## src/rtl/axi_lite_pkg.sv

```systemverilog
// rtl/axi_lite_pkg.sv - shared state encoding and AXI4-lite constants
package axi_lite_pkg;

  localparam int STATE_W    = 3;
  localparam int AXI_ADDR_W = 32;
  localparam int AXI_DATA_W = 32;

  localparam logic [2:0] AXI_PROT_INSN = 3'b100;
  localparam logic [2:0] AXI_PROT_DATA = 3'b000;

  typedef enum logic [STATE_W-1:0] {
    ST_IDLE    = 3'd0,
    ST_RD_ADDR = 3'd1,
    ST_RD_DATA = 3'd2,
    ST_WR      = 3'd3,
    ST_WR_RESP = 3'd4
  } state_e;

endpackage

```

## src/rtl/axi_lite_watchdog.sv

```systemverilog
// rtl/axi_lite_watchdog.sv - saturating per-transaction cycle counter with sticky timeout flag
module axi_lite_watchdog #(
  parameter int TIMEOUT_CYCLES = 1024,
  parameter int CNT_WIDTH      = 16
) (
  input  logic clk,
  input  logic reset,
  input  logic clear,
  input  logic enable,
  output logic timeout
);

  localparam logic [CNT_WIDTH-1:0] LIMIT   = CNT_WIDTH'(TIMEOUT_CYCLES);
  localparam logic [CNT_WIDTH-1:0] CNT_MAX = '1;

  logic [CNT_WIDTH-1:0] count_q, count_d;
  logic                 timeout_q;

  always_comb begin
    count_d = count_q;
    if (clear) begin
      count_d = '0;
    end else if (enable && (count_q != CNT_MAX)) begin
      count_d = count_q + 1'b1;
    end
  end

  // Flag rises on the edge the count reaches the limit, not one cycle later.
  always_ff @(posedge clk or posedge reset) begin
    if (reset) begin
      count_q   <= '0;
      timeout_q <= 1'b0;
    end else begin
      count_q <= count_d;
      if ((TIMEOUT_CYCLES != 0) && enable && !clear && (count_d >= LIMIT)) begin
        timeout_q <= 1'b1;
      end
    end
  end

  assign timeout = timeout_q;

endmodule

```

## src/rtl/axi_lite_initiator.sv

```systemverilog
// rtl/axi_lite_initiator.sv - native valid/ready memory port to AXI4-lite initiator, one transaction in flight
module axi_lite_initiator
  import axi_lite_pkg::*;
#(
  parameter int TIMEOUT_CYCLES = 1024,
  parameter int CNT_WIDTH      = 16
) (
  input  logic        clk,
  input  logic        reset,
  input  logic        mem_valid,
  input  logic        mem_instr,
  input  logic [31:0] mem_addr,
  input  logic [31:0] mem_wdata,
  input  logic [3:0]  mem_wstrb,
  output logic        mem_ready,
  output logic [31:0] mem_rdata,
  output logic        mem_axi_awvalid,
  input  logic        mem_axi_awready,
  output logic [31:0] mem_axi_awaddr,
  output logic [2:0]  mem_axi_awprot,
  output logic        mem_axi_wvalid,
  input  logic        mem_axi_wready,
  output logic [31:0] mem_axi_wdata,
  output logic [3:0]  mem_axi_wstrb,
  input  logic        mem_axi_bvalid,
  output logic        mem_axi_bready,
  output logic        mem_axi_arvalid,
  input  logic        mem_axi_arready,
  output logic [31:0] mem_axi_araddr,
  output logic [2:0]  mem_axi_arprot,
  input  logic        mem_axi_rvalid,
  output logic        mem_axi_rready,
  input  logic [31:0] mem_axi_rdata,
  output logic        timeout
);

  state_e                state_q;
  logic [AXI_ADDR_W-1:0] addr_q;
  logic [AXI_DATA_W-1:0] wdata_q;
  logic [AXI_DATA_W-1:0] rdata_q;
  logic [3:0]            wstrb_q;
  logic [2:0]            arprot_q;
  logic                  awvalid_q, wvalid_q, bready_q, arvalid_q, rready_q, mem_ready_q;
  logic                  accept;

  // mem_valid is still high during the mem_ready pulse, so that cycle must not re-accept.
  assign accept = (state_q == ST_IDLE) && mem_valid && !mem_ready_q;

  always_ff @(posedge clk or posedge reset) begin
    if (reset) begin
      state_q     <= ST_IDLE;
      addr_q      <= '0;
      wdata_q     <= '0;
      rdata_q     <= '0;
      wstrb_q     <= '0;
      arprot_q    <= AXI_PROT_DATA;
      awvalid_q   <= 1'b0;
      wvalid_q    <= 1'b0;
      bready_q    <= 1'b0;
      arvalid_q   <= 1'b0;
      rready_q    <= 1'b0;
      mem_ready_q <= 1'b0;
    end else begin
      mem_ready_q <= 1'b0;
      case (state_q)
        ST_IDLE: begin
          if (accept) begin
            addr_q <= mem_addr;
            if (mem_wstrb == 4'b0000) begin
              arprot_q  <= mem_instr ? AXI_PROT_INSN : AXI_PROT_DATA;
              arvalid_q <= 1'b1;
              state_q   <= ST_RD_ADDR;
            end else begin
              wdata_q   <= mem_wdata;
              wstrb_q   <= mem_wstrb;
              awvalid_q <= 1'b1;
              wvalid_q  <= 1'b1;
              state_q   <= ST_WR;
            end
          end
        end
        ST_RD_ADDR: begin
          if (mem_axi_arready) begin
            arvalid_q <= 1'b0;
            rready_q  <= 1'b1;
            state_q   <= ST_RD_DATA;
          end
        end
        ST_RD_DATA: begin
          if (mem_axi_rvalid) begin
            rdata_q     <= mem_axi_rdata;
            mem_ready_q <= mem_valid;
            rready_q    <= 1'b0;
            state_q     <= ST_IDLE;
          end
        end
        ST_WR: begin
          if (mem_axi_awready) awvalid_q <= 1'b0;
          if (mem_axi_wready)  wvalid_q  <= 1'b0;
          // Both channels are finished once neither is left waiting after this edge.
          if ((!awvalid_q || mem_axi_awready) && (!wvalid_q || mem_axi_wready)) begin
            bready_q <= 1'b1;
            state_q  <= ST_WR_RESP;
          end
        end
        ST_WR_RESP: begin
          if (mem_axi_bvalid) begin
            mem_ready_q <= mem_valid;
            bready_q    <= 1'b0;
            state_q     <= ST_IDLE;
          end
        end
        default: state_q <= ST_IDLE;
      endcase
    end
  end

  axi_lite_watchdog #(
    .TIMEOUT_CYCLES(TIMEOUT_CYCLES),
    .CNT_WIDTH     (CNT_WIDTH)
  ) u_watchdog (
    .clk    (clk),
    .reset  (reset),
    .clear  (accept),
    .enable (state_q != ST_IDLE),
    .timeout(timeout)
  );

  assign mem_ready       = mem_ready_q;
  assign mem_rdata       = rdata_q;
  assign mem_axi_awvalid = awvalid_q;
  assign mem_axi_awaddr  = addr_q;
  assign mem_axi_awprot  = AXI_PROT_DATA;
  assign mem_axi_wvalid  = wvalid_q;
  assign mem_axi_wdata   = wdata_q;
  assign mem_axi_wstrb   = wstrb_q;
  assign mem_axi_bready  = bready_q;
  assign mem_axi_arvalid = arvalid_q;
  assign mem_axi_araddr  = addr_q;
  assign mem_axi_arprot  = arprot_q;
  assign mem_axi_rready  = rready_q;

endmodule

```

## config.mk

```make
export PLATFORM = sky130hd
export DESIGN_NAME = axi_lite_initiator
export DESIGN_NICKNAME = d
export VERILOG_FILES = /design/src/rtl/axi_lite_pkg.sv /design/src/rtl/axi_lite_watchdog.sv /design/src/rtl/axi_lite_initiator.sv
export SDC_FILE = /design/constraint.sdc
export NUM_CORES = 1
export LEC_CHECK = 0
export ABC_AREA = 1
export BUFFER_PORTS_ARGS = -buffer_cell sky130_fd_sc_hd__buf_4
export CORE_MARGIN = 4
export CORE_UTILIZATION = 43
export DETAILED_ROUTE_END_ITERATION = 10
export GPL_TIMING_DRIVEN = 0
export PLACE_DENSITY = 0.77
export SKIP_LAST_GASP = 1
export SYNTH_ARGS = -nofsm -noshare
export SYNTH_HDL_FRONTEND = slang
export SYNTH_SLANG_ARGS = --single-unit
```

## constraint.sdc

```tcl
create_clock -name clk -period 3.7 [get_ports clk]
set_input_delay 0.37 -clock clk [delete_from_list [all_inputs] [get_ports clk]]
set_output_delay 0.37 -clock clk [all_outputs]
set_load 0.01 [all_outputs]
```

* Yosys cells after proc, flatten, opt, wreduce, memory -nomap -nowiden
Cells that the tools add are included.
Word-level totals: word-level logic and storage cells 89, flip-flop bits (word level) 129, output and inout bits 145, input bits 109
Cells by class: equal/unequal tests 14, reduce and logical (&&, ||, !) cells 29, bitwise gates (word level) 1, order comparisons 1, mux-type cells 29, $add $sub $neg 1
Operator list (count):
- $mux W16 | 2
- $mux W3 | 6
- $add A16 B1 Y16 const B | 1
- $ge A16 B11 Y1 const B | 1
- $ne A16 B16 Y1 const B | 1
- $pmux W3 S5 | 1
- $ne A2 B2 Y1 const B | 7
- $mux W1 | 13
- $pmux W1 S2 | 6
- $reduce_and A3 Y1 | 4
- $reduce_and A4 Y1 | 3
- $reduce_bool A2 Y1 | 4
- $eq A3 B2 Y1 const B | 2
- $logic_and A1 B1 Y1 | 6
- $reduce_and A5 Y1 | 1
- $logic_not A1 Y1 | 4
- $logic_not A4 Y1 | 1
- $ne A2 B1 Y1 const B | 2
- $reduce_and A2 Y1 | 2
- $eq A3 B1 Y1 const B | 1
- $eq A3 B3 Y1 const B | 1
- $logic_not A3 Y1 | 1
- $reduce_bool A3 Y1 | 1
- $logic_or A1 B1 Y1 | 2
- other kinds (2) | 2

* Depth between registers and ports, before layout
word-level depth 6, mapped depth 12, gate-level depth less buffers 12

* Modules after synthesis
A second synthesis with hierarchy kept.
Second synthesis, totals: cell total of the unflattened synthesis 686, area total of the unflattened synthesis 5651.7 um^2
By module, submodules not included:
- axi_lite_initiator | seq. area each 2752.6 um^2, cells an instance 530, area an instance 4586.9 um^2, times used 1
- axi_lite_watchdog | seq. area each 425.4 um^2, cells an instance 156, area an instance 1064.8 um^2, times used 1

* Worst setup path after synthesis
OpenSTA, ideal clock, no wires.
kind reg-to-reg, start reg state_q[2], end reg arprot_q[2] (netlist: mem_axi_arprot[2]), arrival time 1483 ps, period minus slack after synthesis 1608 ps, cell stages (with the launch flop) 6, buffers on the path 1, setup time 125 ps, slack 2092 ps, required time 3575 ps, cell sequence dfrtp_1 > nor3_4 > nand2_4 > buf_6 > nor2_1 > mux2_2
Between the ends: word-level cells in the longest chain between the ends 4
RTL lines:
- from (decl) | line axi_lite_initiator.sv:37 | state_e state_q;
- from (signal assigned) | line axi_lite_initiator.sv:51 | state_q <= ST_IDLE;
- from (signal assigned) | line axi_lite_initiator.sv:72 | state_q <= ST_RD_ADDR;
- from (signal assigned) | line axi_lite_initiator.sv:78 | state_q <= ST_WR;
- $logic_not A3 Y1 (*) | line axi_lite_initiator.sv:47, axi_lite_initiator.sv:65
- $logic_and A1 B1 Y1 (2 in series) | line axi_lite_initiator.sv:47 | assign accept = (state_q == ST_IDLE) && mem_valid && !mem_ready_q;
- $reduce_and A3 Y1 (no source line) (*)
- to (signal assigned) | line axi_lite_initiator.sv:70 | arprot_q <= mem_instr ? AXI_PROT_INSN : AXI_PROT_DATA;
- to (decl) | line axi_lite_initiator.sv:42 | logic [2:0] arprot_q;
Every way passes the cells marked *; elsewhere a longest branch is shown, timed or not. A chain may end at the register's enable or synchronous reset.

* Final worst setup path
start reg u_watchdog.count_q[1], end reg u_watchdog.timeout_q (netlist: u_watchdog.timeout)
Between the ends: word-level cells in the longest chain between the ends 6, elaborated cells on any way between the ends 7, classes of those cells add/sub (1); order compare (1); eq/ne (1); mux (2); reduce/logical (2)
RTL lines:
- from (decl) | line axi_lite_watchdog.sv:16 | logic [CNT_WIDTH-1:0] count_q, count_d;
- from (signal assigned) | line axi_lite_watchdog.sv:34 | count_q <= count_d;
- parallel branches: the longest is 2 deep, another holds $add A16 B1 Y16
- $mux W16 (*) | line axi_lite_watchdog.sv:23 | end else if (enable && (count_q != CNT_MAX)) begin
- $mux W16 (*) | line axi_lite_watchdog.sv:21 | if (clear) begin
- $ge A16 B11 Y1 (*) | line axi_lite_watchdog.sv:35 | if ((TIMEOUT_CYCLES != 0) && enable && !clear && (count_d >= LIMIT)) begin
- $logic_and A1 B1 Y1 (*) | line axi_lite_watchdog.sv:35
- to (signal assigned) | line axi_lite_watchdog.sv:32 | timeout_q <= 1'b0;
- to (signal assigned) | line axi_lite_watchdog.sv:36 | timeout_q <= 1'b1;
- to (decl) | line axi_lite_watchdog.sv:17 | logic timeout_q;
Mark *: on every way between the ends.

==> key figures <==
Status
  • Status: completed

Drt
  • DRT Wirelength: 15,260 µm
  • Routed Antenna Nets: 0
  • # DRC: 0
  • Vias per std cell: 4.526
  • Vias: ~5,000
  • TritonRoute pass-1 iters: 4
  • DR iter-0 viols: 264
  • WL per Instance: ~14 µm

Setup path
  • Crit path required time: around 4.0 ns
  • Register-to-register setup slack: about 1.9 ns
  • Worst setup path end: u_watchdog.timeout
  • Buf+Inv Stages, Crit Path: 1
  • CP arrival: 2.14 ns
  • CP Class: flop to flop
  • Crit path max fanout: 8
  • CP startpoint: u_watchdog.count_q[1]
  • Crit start category: flop
  • R2R cell count: 12
  • Origin of the critical flop-to-flop path: u_watchdog.count_q[1]
  • Instance count on the critical path: 12
  • Slowest stage delay, CP: roughly 0.37 ns
  • Reg-to-Reg End: u_watchdog.timeout
  • Worst-path cell chain: ha_1 > inv_1 > nor2_2 > nand2_1 > nor2_1 > nor2_2 > nand2_1 > nand2_1 > nand2_1 > nand3_1 > o21ai_1 > nand2_1
  • Worst path slowest cell: dfrtp_1
  • Worst Setup End Kind: flop
  • Top delay family on crit path: simple AND/OR/NAND/NOR gates
  • CP most frequent cell: nand2_1

Final layout
  • Fin util: approximately 66%
  • Commonest non-fill, non-tap cell in the layout: nand2_1
  • Non-filler cells, final: 1,126
  • Commonest cells after routing, fill and taps aside: nand2_1, buf_4, dfrtp_1
  • Antenna Cells: 0
  • Final #Nets: 1,051
  • Share of cells above drive strength 1: approximately 37%
  • Area delta synth->final: 49.71%

Clock network
  • CTS tree: yes
  • Num CTS Buffers: 17
  • Num Clock Sinks: 127
  • Root Driver: clkbuf_16
  • Post-CTS sizing: 0
  • Worst-Skew Late Latency: 0.41 ns
  • H-tree depth: 4
  • CTS Buffer Depth: 2
  • Clk slew on worst S/H paths: roughly 0.06 ns

Floorplan
  • Rows: 41
  • Die area: approximately 0.015 mm²
  • Core area: about 0.013 mm²
  • IO Count: roughly 250
  • Initial Util: 44.16%
  • Die width: 122.1 µm
  • Die Span Y: 122.1 µm

GRT
  • Congestion Overflow GR: 0
  • Vias in the first global route: about 4,900
  • Total track usage: between 20% and 30%
  • First-pass GRT wire length: approximately 24,000 µm
  • Initial antenna violation count: 0
  • Pin count of the biggest net entering global routing: 35

Yosys
  • Post-Syn Area: ~0.0056 mm²
  • Leading area contributor after synthesis: dfrtp_1
  • Mapped Cells: about 670
  • Synth async-reset ratio: 100.0%
  • Post-synth top area share: a little under three fifths
  • Syn avg cell area: between 8 and 9 µm²
  • Post-synth EDFFs: 0
  • Synthesis Warnings: 0
  • Count of different cell masters after synthesis: 35
  • Area contributors post-synth: dfrtp_1, nand2_1, buf_4, inv_1, nand3_1
  • Prevailing post-synth register cell: dfrtp_1
  • Synthesis-stage register bit count: roughly 130
  • Register area share after synthesis: about 57%

STA
  • Slew margin rel.: roughly two fifths
  • Final setup violating endpoints: 0
  • Hold WS: ~0.15 ns
  • Unrepaired setup endpoints after global routing: false
  • Fmax: between 0.5 and 0.6 GHz
  • TNS Setup: 0 ns
  • Worst Max-Slew Pin Slew: slightly above 0.9 ns
  • Worst clock skew: slightly above 0.01 ns
  • Final period util: ~50%
  • Final min period: 1.845 ns
  • Endpoints failing hold: 0
  • Final Max Slew Viols: 0

Power and ir drop
  • Peak supply drop: between 400 and 500 µV
  • Pwr/cell area: 858.0 mW/mm²
  • Static leakage: around 4.7 nW

Placement
  • Port bufs: roughly 250
  • Final HPWL DP: 11,840 µm
  • Post-Place Cells: 1,093
  • GP Congestion: 0.7976

Hold path
  • Hold Path Class: primary input to flop

Job
  • Max-cap violation count: 0
==> worst reg2reg max path: cells and delay by family (launching register included) <==
kind / cells / cell delay, ns
AND/OR/NAND/NOR: 9 / 0.99
flip-flops: 1 / 0.37
adder cells (fa/ha/maj): 1 / 0.17
AO/OA/AOI/OAI: 1 / 0.15
buffers and inverters: 1 / 0.07
==> through the flow <==
stage	area, µm²	setup slack [ns]	total power, mW
2_1_floorplan	5614	1.763	3.990
3_3_place_gp	7691	0.9198	5.494
3_5_place_dp	7771	1.625	5.585
4_1_cts	8377	1.830	7.287
5_1_grt	8377	1.677	7.691
6_report	8377	1.855	7.187
==> synthesized netlist by cell type, types with 2 or more instances <==
cell type  number
nand4_1         6
buf_4          37
dfrtp_1       127
a21oi_1         8
nand2_1       348
nor3_4          2
nand3_1        17
buf_6           5
clkbuf_1        7
o21ai_0        10
nor2_2          7
nor2_1         19
inv_1          34
inv_2           2
nor4_1          2
nor3_1          6
nor2_4          2
buf_2           9
==> where the power goes <==
group / leakage, nW / internal, mW / switching (mW)
combinational: 2.82 / 1.56 / 1.57
clock: 0.282 / 1.02 / 0.637
sequential: 1.60 / 1.99 / 0.408
==> registers in the layout (all words and copies together) (netlist names) <==
register            count
mem_axi_araddr         32
mem_axi_arprot          1
mem_axi_arvalid         1
mem_axi_awvalid         1
mem_axi_bready          1
mem_axi_rready          1
mem_axi_wdata          32
mem_axi_wstrb           4
mem_axi_wvalid          1
mem_rdata              32
mem_ready               1
state_q                 3
u_watchdog.count_q     16
u_watchdog.timeout      1
==> cells by family after synthesis <==
group,after synthesis,share of synthesized area (%)
AND/OR/NAND/NOR,414,30.26
multiplexers,1,0.2012
flip-flops,127,56.80
buffers and inverters,96,9.884
adder cells (fa/ha/maj),1,0.2236
AO/OA/AOI/OAI,25,2.572
other,1,0.06702
==> layout make-up <==
cell class,instances,area [µm²]
buffer,58,405.4
clock buffer,19,442.9
clock inverter,13,152.6
fill,1092,4294
inverter,38,151.4
multi-input combinational,446,1879
sequential,127,3178
tap,172,215.2
timing repair buffer,253,1952
==> how the worst min path moves through the flow <==
| stage | start | cells after the start | endpoint |
|---|---|---|---|
| final | mem_axi_rdata[22] | 3 | mem_rdata[22] |
| after global routing | mem_axi_rdata[28] | 3 | mem_rdata[28] |
| after CTS | mem_axi_rdata[22] | 3 | mem_rdata[22] |
| after detailed placement | reset | 2 | mem_rdata[3] |
| after global placement | u_watchdog.timeout | 2 | u_watchdog.timeout |
| after floorplan | mem_addr[0] | 2 | mem_axi_araddr[0] |
==> timing repair <==
item / CTS / global route
hold buffers: 1 / 0
hold endpoints to repair: 14 / 0
setup endpoints to repair: 0 / 0
setup buffers: 0 / 0
==> metal layers <==
layer  wire [µm]  track usage [%]
met1        5814            23.57
met2        7493            34.08
met3        1763            8.728
met4         188            5.948
met5           0                0
No activity file was read; power rests on OpenSTA's default activity.
